$ cat src/rtl/blink_pattern_detector.sv
// Checks a serial blink line for BURSTS bursts of ON_LEN high / OFF_LEN low samples.
// Emits a one-cycle detected or error pulse; err_code holds the cause of the last error.
module blink_pattern_detector #(
  parameter int unsigned ON_LEN  = 6,
  parameter int unsigned OFF_LEN = 4,
  parameter int unsigned BURSTS  = 3,
  parameter int unsigned TOL     = 0
) (
  input  logic                             clk,
  input  logic                             reset,
  input  logic                             din,
  output logic                             busy,
  output logic                             detected,
  output logic                             error,
  output logic [1:0]                       err_code,
  output logic [$clog2(BURSTS + 1) - 1:0]  burst_idx
);

  localparam int unsigned CntMax = ((ON_LEN > OFF_LEN) ? ON_LEN : OFF_LEN) + TOL + 1;
  localparam int unsigned CntW   = $clog2(CntMax + 1);
  localparam int unsigned BurstW = $clog2(BURSTS + 1);

  typedef logic [CntW-1:0]   cnt_t;
  typedef logic [BurstW-1:0] burst_t;

  localparam cnt_t   OnMax     = cnt_t'(ON_LEN + TOL);
  localparam cnt_t   OnMin     = cnt_t'(ON_LEN - TOL);
  localparam cnt_t   OffMax    = cnt_t'(OFF_LEN + TOL);
  localparam cnt_t   OffMin    = cnt_t'(OFF_LEN - TOL);
  localparam cnt_t   OffExact  = cnt_t'(OFF_LEN);
  localparam cnt_t   CntSat    = cnt_t'(CntMax);
  localparam burst_t LastBurst = burst_t'(BURSTS);

  localparam logic [1:0] ErrHighShort = 2'd1;
  localparam logic [1:0] ErrHighLong  = 2'd2;
  localparam logic [1:0] ErrLowLen    = 2'd3;

  typedef enum logic [1:0] {StIdle, StOn, StOff, StRecover} state_e;

  state_e     state_q, state_d;
  cnt_t       cnt_q, cnt_d, cnt_inc;
  burst_t     burst_q, burst_d;
  logic       detected_q, detected_d;
  logic       error_q, error_d;
  logic [1:0] err_code_q, err_code_d;
  logic       busy_q, busy_d;
  burst_t     burst_idx_q, burst_idx_d;

  always_ff @(posedge clk or negedge reset) begin
    if (!reset) begin
      state_q     <= StIdle;
      cnt_q       <= '0;
      burst_q     <= '0;
      detected_q  <= 1'b0;
      error_q     <= 1'b0;
      err_code_q  <= 2'd0;
      busy_q      <= 1'b0;
      burst_idx_q <= '0;
    end else begin
      state_q     <= state_d;
      cnt_q       <= cnt_d;
      burst_q     <= burst_d;
      detected_q  <= detected_d;
      error_q     <= error_d;
      err_code_q  <= err_code_d;
      busy_q      <= busy_d;
      burst_idx_q <= burst_idx_d;
    end
  end

  always_comb begin
    state_d    = state_q;
    cnt_d      = cnt_q;
    burst_d    = burst_q;
    detected_d = 1'b0;
    error_d    = 1'b0;
    err_code_d = err_code_q;
    cnt_inc    = (cnt_q == CntSat) ? cnt_q : cnt_q + cnt_t'(1);

    unique case (state_q)
      StIdle: begin
        if (din) begin
          state_d = StOn;
          cnt_d   = cnt_t'(1);
          burst_d = burst_t'(1);
        end
      end
      StOn: begin
        if (din) begin
          if (cnt_inc > OnMax) begin
            error_d    = 1'b1;
            err_code_d = ErrHighLong;
            state_d    = StRecover;
          end else begin
            cnt_d = cnt_inc;
          end
        end else if (cnt_q < OnMin) begin
          error_d    = 1'b1;
          err_code_d = ErrHighShort;
          state_d    = StRecover;
        end else begin
          state_d = StOff;
          cnt_d   = cnt_t'(1);
        end
      end
      StOff: begin
        if (burst_q == LastBurst) begin
          // Final low run must be exact: no tolerance, detection on the last low sample.
          if (din) begin
            error_d    = 1'b1;
            err_code_d = ErrLowLen;
            state_d    = StRecover;
          end else if (cnt_inc == OffExact) begin
            detected_d = 1'b1;
            state_d    = StIdle;
          end else begin
            cnt_d = cnt_inc;
          end
        end else if (!din) begin
          if (cnt_inc > OffMax) begin
            // Line is already low, so no recovery wait is needed.
            error_d    = 1'b1;
            err_code_d = ErrLowLen;
            state_d    = StIdle;
          end else begin
            cnt_d = cnt_inc;
          end
        end else if (cnt_q >= OffMin && cnt_q <= OffMax) begin
          state_d = StOn;
          cnt_d   = cnt_t'(1);
          burst_d = burst_q + burst_t'(1);
        end else begin
          error_d    = 1'b1;
          err_code_d = ErrLowLen;
          state_d    = StRecover;
        end
      end
      StRecover: begin
        if (!din) state_d = StIdle;
      end
      default: state_d = StIdle;
    endcase

    if (state_d == StIdle || state_d == StRecover) begin
      cnt_d   = '0;
      burst_d = '0;
    end
  end

  always_comb begin
    busy_d      = (state_d == StOn) || (state_d == StOff);
    burst_idx_d = busy_d ? burst_d : '0;
  end

  assign busy      = busy_q;
  assign detected  = detected_q;
  assign error     = error_q;
  assign err_code  = err_code_q;
  assign burst_idx = burst_idx_q;

endmodule
$ cat config.mk
export PLATFORM = sky130hd
export DESIGN_NAME = blink_pattern_detector
export DESIGN_NICKNAME = d
export VERILOG_FILES = /design/src/rtl/blink_pattern_detector.sv
export SDC_FILE = /design/constraint.sdc
export NUM_CORES = 1
export LEC_CHECK = 0
export CAP_MARGIN = 0
export CORE_MARGIN = 1
export CORE_UTILIZATION = 45
export CTS_BUF_LIST = sky130_fd_sc_hd__clkbuf_2 sky130_fd_sc_hd__clkbuf_4 sky130_fd_sc_hd__clkbuf_8
export CTS_CLUSTER_DIAMETER = 150
export DETAILED_ROUTE_END_ITERATION = 6
export GPL_TIMING_DRIVEN = 0
export HOLD_SLACK_MARGIN = 0.03
export SLEW_MARGIN = 20
export SYNTH_ARGS = -nofsm -noshare
export SYNTH_HDL_FRONTEND = slang
export SYNTH_SLANG_ARGS = --single-unit
$ cat constraint.sdc
create_clock -name clk -period 2.4 [get_ports clk]
set_input_delay 0.48 -clock clk [delete_from_list [all_inputs] [get_ports clk]]
set_output_delay 0.48 -clock clk [all_outputs]
set_load 0.03 [all_outputs]
==> metrics, run 1 <==
result of the run=completed; WP depth=6; switching part of the total power=48.2%; crit end category=flip-flop; Area Overhead vs Synth=25.5%; via count normalized by instance count=6.21; commonest cells in the synthesized netlist=sky130_fd_sc_hd__dfrtp_1, sky130_fd_sc_hd__nand2_1, sky130_fd_sc_hd__a21oi_1, sky130_fd_sc_hd__ha_1, sky130_fd_sc_hd__o21ai_0; dominant combinational cell family by area after synthesis=compound AO/OA/AOI/OAI gates; GP Congestion=0.816; DIE HEIGHT=52.1 um; fraction of the mapped netlist area in adder cells=11.1%; vias in the first global route=990; Fin. Hold Viols=0; cell with the most instances after synthesis=sky130_fd_sc_hd__dfrtp_1; number of enable-type register cells in the synthesized netlist=0; portion of netlist area occupied by mux cells=0%; share of flip-flops with an asynchronous set or reset=100%; Finished Core Util=62.2%; number of buffers created by CTS=3; minimum period implied by the final worst setup slack=2.30 ns; Pins Over Slew Limit=0; Highest Clock Rate=0.434 GHz; Die Span X=52.1 um; origin of the critical flop-to-flop path=cnt_q[1]; maximum clock path buffer count=2; count of boundary I/O pins=10; global router's overall resource usage=22.8%; pin slew with the least headroom to its limit=0.600 ns; Final Skew=0.00170 ns; per-cell routed wire length=16.7 um; number of vias in the routed layout=1081; HPWL after detailed placement=1970 um; Synth top area share=31.1%; layout cell share with drive strength beyond 1=21.9%; DR pass1 iterations=4; proportion of power drawn by combinational gates=67.5%; fraction of power consumed by sequential logic=22.8%; Synth Area in XOR/XNOR=0.777%; Total Power=1.71 mW; Post-Synth Simple-Gate Area=24.0%; row cnt=17; number of antenna repair diodes=0; DRT iter0 DRCs=29; initial core utilization=49.5%; final critical-path share of the clock period=96.0%; final routed DRC violation total=0; Crit Path Max Fanout=8; type of the worst min-delay path=reg -> reg; Placed Instances=165; element type at the critical path start=flip-flop; Reg2Reg Setup Slack=0.1 ns; clock sink count=14; core region area=0.00228 sq mm; Net count, final=160; # hold bufs at CTS=0; clock latency reported for the late side of the worst-skew pair=0.27 ns; Synth Net Count=141; Crit Path Category=reg -> reg; CTS H-tree lvls=1; cells along the critical path=ha_2 > nor4bb_4 > a211o_1 > o21a_1 > a211o_4 > a221oi_2; clock edge transition at the registers on the reported setup and hold paths=0.08 ns; area of the die=0.00271 sq mm; power density relative to cell area=1210 mW/mm^2; netlist area before placement=0.00113 sq mm; count of cells along the worst register-to-register path=6; cell at the root of the clock tree=sky130_fd_sc_hd__clkbuf_4; Compound-Gate Fraction of Synth Area=28.1%; P_sw=0.825 mW; setup repair after global routing missed its margin=false; Setup crit end=cnt_q[2]; Internal=0.888 mW; largest net degree at the start of global routing=15; cell with the biggest individual delay on the critical path=sky130_fd_sc_hd__dfrtp_2; data required time of the critical path=2.58 ns; Port-buffer cells=9; cell types with the largest area share after synthesis=sky130_fd_sc_hd__dfrtp_1, sky130_fd_sc_hd__ha_1, sky130_fd_sc_hd__a21oi_1; worst setup path start=cnt_q[1]; antenna violations before repair=0; Synth Warn #=0; Final ANT Viol Nets=0; Max Cap Violations=0; cell family with the largest share of critical-path delay=compound AO/OA/AOI/OAI gates; Non-Filler Instances=174; clock tree from TritonCTS=yes; worst r2r dst=cnt_q[2]; endpoint arrival time on the critical path=2.49 ns; overflow left after global routing=0; number of fill cells in the layout=192; register bit count reported by yosys=14; proportion of synthesized chip area in sequential cells=31.1%; static leakage power=0.591 nW; main flop type after synthesis=sky130_fd_sc_hd__dfrtp_1; number of setup violations in the final report=0; clock network fraction of total power=9.7%; Detailed Route WL=2900 um; area leader, netlist=sky130_fd_sc_hd__dfrtp_1; Worst Path Buf+Inv=0; Netlist cell types=42; max_slew headroom=59.9%; Mapped Avg Cell Area=8.81 sq um; delay of the slowest cell on the worst path=0.50 ns; highest ir drop seen on vdd=0.921 mV; first-pass GRT wire length=4520 um; post-synthesis instance total=128
[metal layers]
metal  part of all wire, %  track usage [%]  wire length, um  vias up
met4                  0.93             4.05               27        0
met3                   5.1             5.56              149        4
met1                    44             30.1             1270      525
met2                    50             37.6             1460       34
met5                     0                0                0        -
li1                      -                -                -      518
[final cells by class]
cell class                 instances  area (sq um)  area share [%]
multi-input combinational        101           781            55.2
sequential                        14           353            24.9
timing repair buffer              16           145            10.3
buffer                             5          38.8            2.74
clock buffer                       4          36.3            2.56
tap                               28          35.0            2.48
inverter                           6          26.3            1.86
[power by group through the flow]
stage | Combinational (mW) | Clock (mW) | Sequential [mW]
2_1_floorplan | 0.628 | 0 | 0.466
3_3_place_gp | 0.964 | 0 | 0.399
3_5_place_dp | 0.966 | 0 | 0.403
4_1_cts | 1.00 | 0.172 | 0.399
5_1_grt | 1.25 | 0.179 | 0.401
6_report | 1.16 | 0.166 | 0.391
[stage by stage]
step | setup slack [ns] | cell area [sq um] | hold WS, ns | TNS [ns]
floorplan | 0.256 | 1130 | 0.184 | 0
global placement | -0.500 | 1250 | 0.553 | -1.98
detailed placement | -0.520 | 1250 | 0.552 | -2.18
CTS | 0.00696 | 1310 | 0.582 | 0
global route | 0.00179 | 1420 | 0.623 | 0
finish | 0.0952 | 1420 | 0.566 | 0
[worst min-delay path: cells and delay by family, from the launching register on]
family | cells | cell delay, ns
AO/OA/AOI/OAI | 1 | 0.11
flip-flops | 1 | 0.36
AND/OR/NAND/NOR | 1 | 0.05
[cells in the final DEF, fill, tap and decap left out, types with 2 or more instances in the layout]
master,synthesis,routed
sky130_fd_sc_hd__a211o_1,3,2
sky130_fd_sc_hd__a21oi_1,10,10
sky130_fd_sc_hd__a221o_1,2,2
sky130_fd_sc_hd__a221oi_2,0,2
sky130_fd_sc_hd__a22oi_1,3,3
sky130_fd_sc_hd__a31oi_1,3,3
sky130_fd_sc_hd__and3_1,3,3
sky130_fd_sc_hd__buf_4,1,8
sky130_fd_sc_hd__buf_6,0,2
sky130_fd_sc_hd__clkbuf_4,0,3
sky130_fd_sc_hd__clkdlybuf4s50_1,0,8
sky130_fd_sc_hd__dfrtp_1,14,12
sky130_fd_sc_hd__dfrtp_2,0,2
sky130_fd_sc_hd__ha_1,10,6
sky130_fd_sc_hd__ha_2,0,4
sky130_fd_sc_hd__inv_1,6,5
sky130_fd_sc_hd__nand2_1,11,11
sky130_fd_sc_hd__nand2b_1,7,7
sky130_fd_sc_hd__nand3_1,4,3
sky130_fd_sc_hd__nor2_1,7,7
sky130_fd_sc_hd__nor2b_1,3,3
sky130_fd_sc_hd__o211ai_1,2,2
sky130_fd_sc_hd__o21ai_0,8,7
sky130_fd_sc_hd__o22ai_1,2,2
[logic make-up after synthesis]
group,count (synthesis)
flops,14
compound gates,45
xor+xnor,1
fa+ha+maj,10
simple gates,45
buf+inv,13
[state kept, by name (all words and copies together) (netlist names)]
name	flops
err_code	2
state_q	2
error	1
cnt_q	3
detected	1
burst_idx	2
busy	1
burst_q	2
[worst min-delay path by stage]
| stage | startpoint | endpoint | slack, ns | cells after the start |
|---|---|---|---|---|
| finish | err_code[0] | err_code[0] | 0.57 | 2 |
| global route | reset | burst_q[0] | 0.62 | 1 |
| CTS | err_code[0] | err_code[0] | 0.58 | 2 |
| detailed placement | err_code[1] | err_code[1] | 0.55 | 2 |
| global placement | err_code[0] | err_code[0] | 0.55 | 2 |
| floorplan | reset | burst_idx[0] | 0.18 | 0 |
[repair_timing]
item,CTS,global route
pin swaps,1,3
setup endpoints to repair,8,5
buffers inserted,2,5
gates resized for setup,7,14
No activity file was read; power rests on OpenSTA's default activity.
==> run 2, diff against run 1 <==
Settings changed: CORE_UTILIZATION 45 to 43, DONT_BUFFER_PORTS set to 1.
==> metrics, run 2 (synthesis gave the netlist of run 1 again) <==
result of the run=completed; DRT iter0 DRCs=38 (+31%); DIE HEIGHT=53.2 um (+2.2%); Area Overhead vs Synth=14.5%; per-cell routed wire length=16.3 um (-2.3%); Final Skew=0.00342 ns (+0.00172 ns); Highest Clock Rate=0.434 GHz (about the same); pin slew with the least headroom to its limit=0.629 ns (+0.0289 ns); layout cell share with drive strength beyond 1=18.0% (-3.9 points); largest net degree at the start of global routing=15 (unchanged); cell with the biggest individual delay on the critical path=sky130_fd_sc_hd__dfrtp_2; most common library cell in the layout ignoring fill and taps=sky130_fd_sc_hd__dfrtp_1; crit end category=flip-flop; vias in the first global route=922 (-6.9%); Finished Core Util=52.1% (-10 points); cells along the critical path=ha_1 > nor2b_1 > a211o_1 > a311oi_4 > o211ai_1 > buf_4 > a221oi_1; clock sink count=14 (unchanged); clock edge transition at the registers on the reported setup and hold paths=0.08 ns (about the same); number of antenna repair diodes=0 (unchanged); Fin. Hold Viols=0 (unchanged); global router's overall resource usage=21.7% (-1.1 points); via count normalized by instance count=6.19 (-0.37%); CTS H-tree lvls=1 (unchanged); clock tree from TritonCTS=yes; clock latency reported for the late side of the worst-skew pair=0.27 ns (about the same); Die Span X=53.2 um (+2.2%); final critical-path share of the clock period=96.1% (about the same); delay of the slowest cell on the worst path=0.42 ns (-0.08 ns); highest ir drop seen on vdd=0.939 mV (+2.0%); Placed Instances=158 (-4.2%); core region area=0.00248 sq mm (+8.9%); count of boundary I/O pins=10 (unchanged); final routed DRC violation total=0 (unchanged); type of the worst min-delay path=in -> reg; number of setup violations in the final report=0 (unchanged); flip-flop count of the largest register after layout=3 (unchanged); minimum period implied by the final worst setup slack=2.31 ns (+0.00186 ns); number of vias in the routed layout=1046 (-3.2%); number of fill cells in the layout=233 (+21%); HPWL after detailed placement=1960 um (-0.42%); Max Cap Violations=0 (unchanged); number of buffers created by CTS=3 (unchanged); maximum clock path buffer count=2 (unchanged); overflow left after global routing=0 (unchanged); setup repair after global routing missed its margin=true; cell at the root of the clock tree=sky130_fd_sc_hd__clkbuf_4; data required time of the critical path=2.57 ns (about the same); Port-buffer cells=0 (-9); initial core utilization=45.5% (-4.0 points); area of the die=0.00283 sq mm (+4.5%); endpoint arrival time on the critical path=2.48 ns (about the same); power density relative to cell area=1200 mW/mm^2 (-0.88%); GP Congestion=0.846 (+3.6%); static leakage power=0.557 nW (-5.7%); element type at the critical path start=flip-flop; Net count, final=154 (-3.8%); Final ANT Viol Nets=0 (unchanged); register with the most flip-flops=cnt_q; antenna violations before repair=0 (unchanged); Non-Filler Instances=169 (-2.9%); cell family with the largest share of critical-path delay=compound AO/OA/AOI/OAI gates; Worst Path Buf+Inv=1 (+1); Pins Over Slew Limit=0 (unchanged); Crit Path Category=reg -> reg; Crit Path Max Fanout=4 (-4); first-pass GRT wire length=4390 um (-2.9%); commonest cells after routing, fill and taps aside=sky130_fd_sc_hd__dfrtp_1, sky130_fd_sc_hd__nand2_1, sky130_fd_sc_hd__buf_4, sky130_fd_sc_hd__a21oi_1, sky130_fd_sc_hd__ha_1; row cnt=18 (+1); Detailed Route WL=2750 um (-5.1%); DR pass1 iterations=4 (unchanged); max_slew headroom=57.9% (-1.9 points)
run 2: changes by cell type in the layout (fill, tap and decap cells not counted), moves of 2 or more:
cell,before,now
sky130_fd_sc_hd__a221oi_1,0,2
sky130_fd_sc_hd__a221oi_2,2,0
sky130_fd_sc_hd__buf_4,8,10
sky130_fd_sc_hd__ha_1,6,9
sky130_fd_sc_hd__buf_6,2,0
sky130_fd_sc_hd__clkdlybuf4s50_1,8,0
sky130_fd_sc_hd__ha_2,4,1
sky130_fd_sc_hd__buf_2,1,3
run 2: area by class of cell:
cell class | count | area (sq um) | area share, %
repair buffers | 10 | 77.6 | 6.01
multi-input cells | 101 | 752 | 58.2
inverters | 6 | 22.5 | 1.74
well taps | 30 | 37.5 | 2.91
clock buffers | 3 | 22.5 | 1.74
plain buffers | 5 | 26.3 | 2.03
flip-flops and latches | 14 | 353 | 27.3
run 2: worst register-to-register path, stage by stage, from the launching register on:
cell and delay, ns:
sky130_fd_sc_hd__dfrtp_2 0.42, sky130_fd_sc_hd__ha_1 0.32, sky130_fd_sc_hd__nor2b_1 0.07, sky130_fd_sc_hd__a211o_1 0.38, sky130_fd_sc_hd__a311oi_4 0.39, sky130_fd_sc_hd__o211ai_1 0.17
sky130_fd_sc_hd__buf_4 0.17, sky130_fd_sc_hd__a221oi_1 0.29
run 2: through the flow:
step	power (mW)	setup WS [ns]	setup TNS [ns]	cell area, sq um	hold slack [ns]
2_1_floorplan	1.09	0.256	0	1130	0.184
3_3_place_gp	1.27	-0.199	-1.17	1160	0.185
3_5_place_dp	1.27	-0.228	-1.38	1160	0.185
4_1_cts	1.51	0.0787	0	1240	0.562
5_1_grt	1.67	-0.00709	-0.0130	1290	0.611
6_report	1.55	0.0934	0	1290	0.572
run 2: timing repair:
item	4_1_cts	5_1_grt
hold buffers	1	0
setup buffers	4	5
pin swaps	2	3
hold endpoints to repair	14	0
gates resized for setup	4	2
setup endpoints to repair	8	3
run 2: path summary, 6_finish.rpt:
kind,start,endpoint,slack (ns),cells after the start
setup reg to reg,cnt_q[1],cnt_q[2],0.09,7
setup / recovery,cnt_q[1],cnt_q[2],0.09,7
hold reg to reg,burst_q[1],burst_idx[1],0.62,2
max in group asynchronous,reset,cnt_q[1],1.30,1
min in group asynchronous,reset,error,0.66,1
hold / removal,din,error,0.57,3
run 2: where the power goes:
group	total [mW]	internal [mW]	switching, mW
Sequential	0.472	0.316	0.156
Clock	0.130	0.0581	0.0718
Combinational	0.948	0.404	0.544
run 2: layer usage:
metal | wire length, um | track usage, %
met5 | 0 | 0
met4 | 0 | 5.26
met3 | 189 | 6.03
met2 | 1310 | 33.3
met1 | 1250 | 29.5
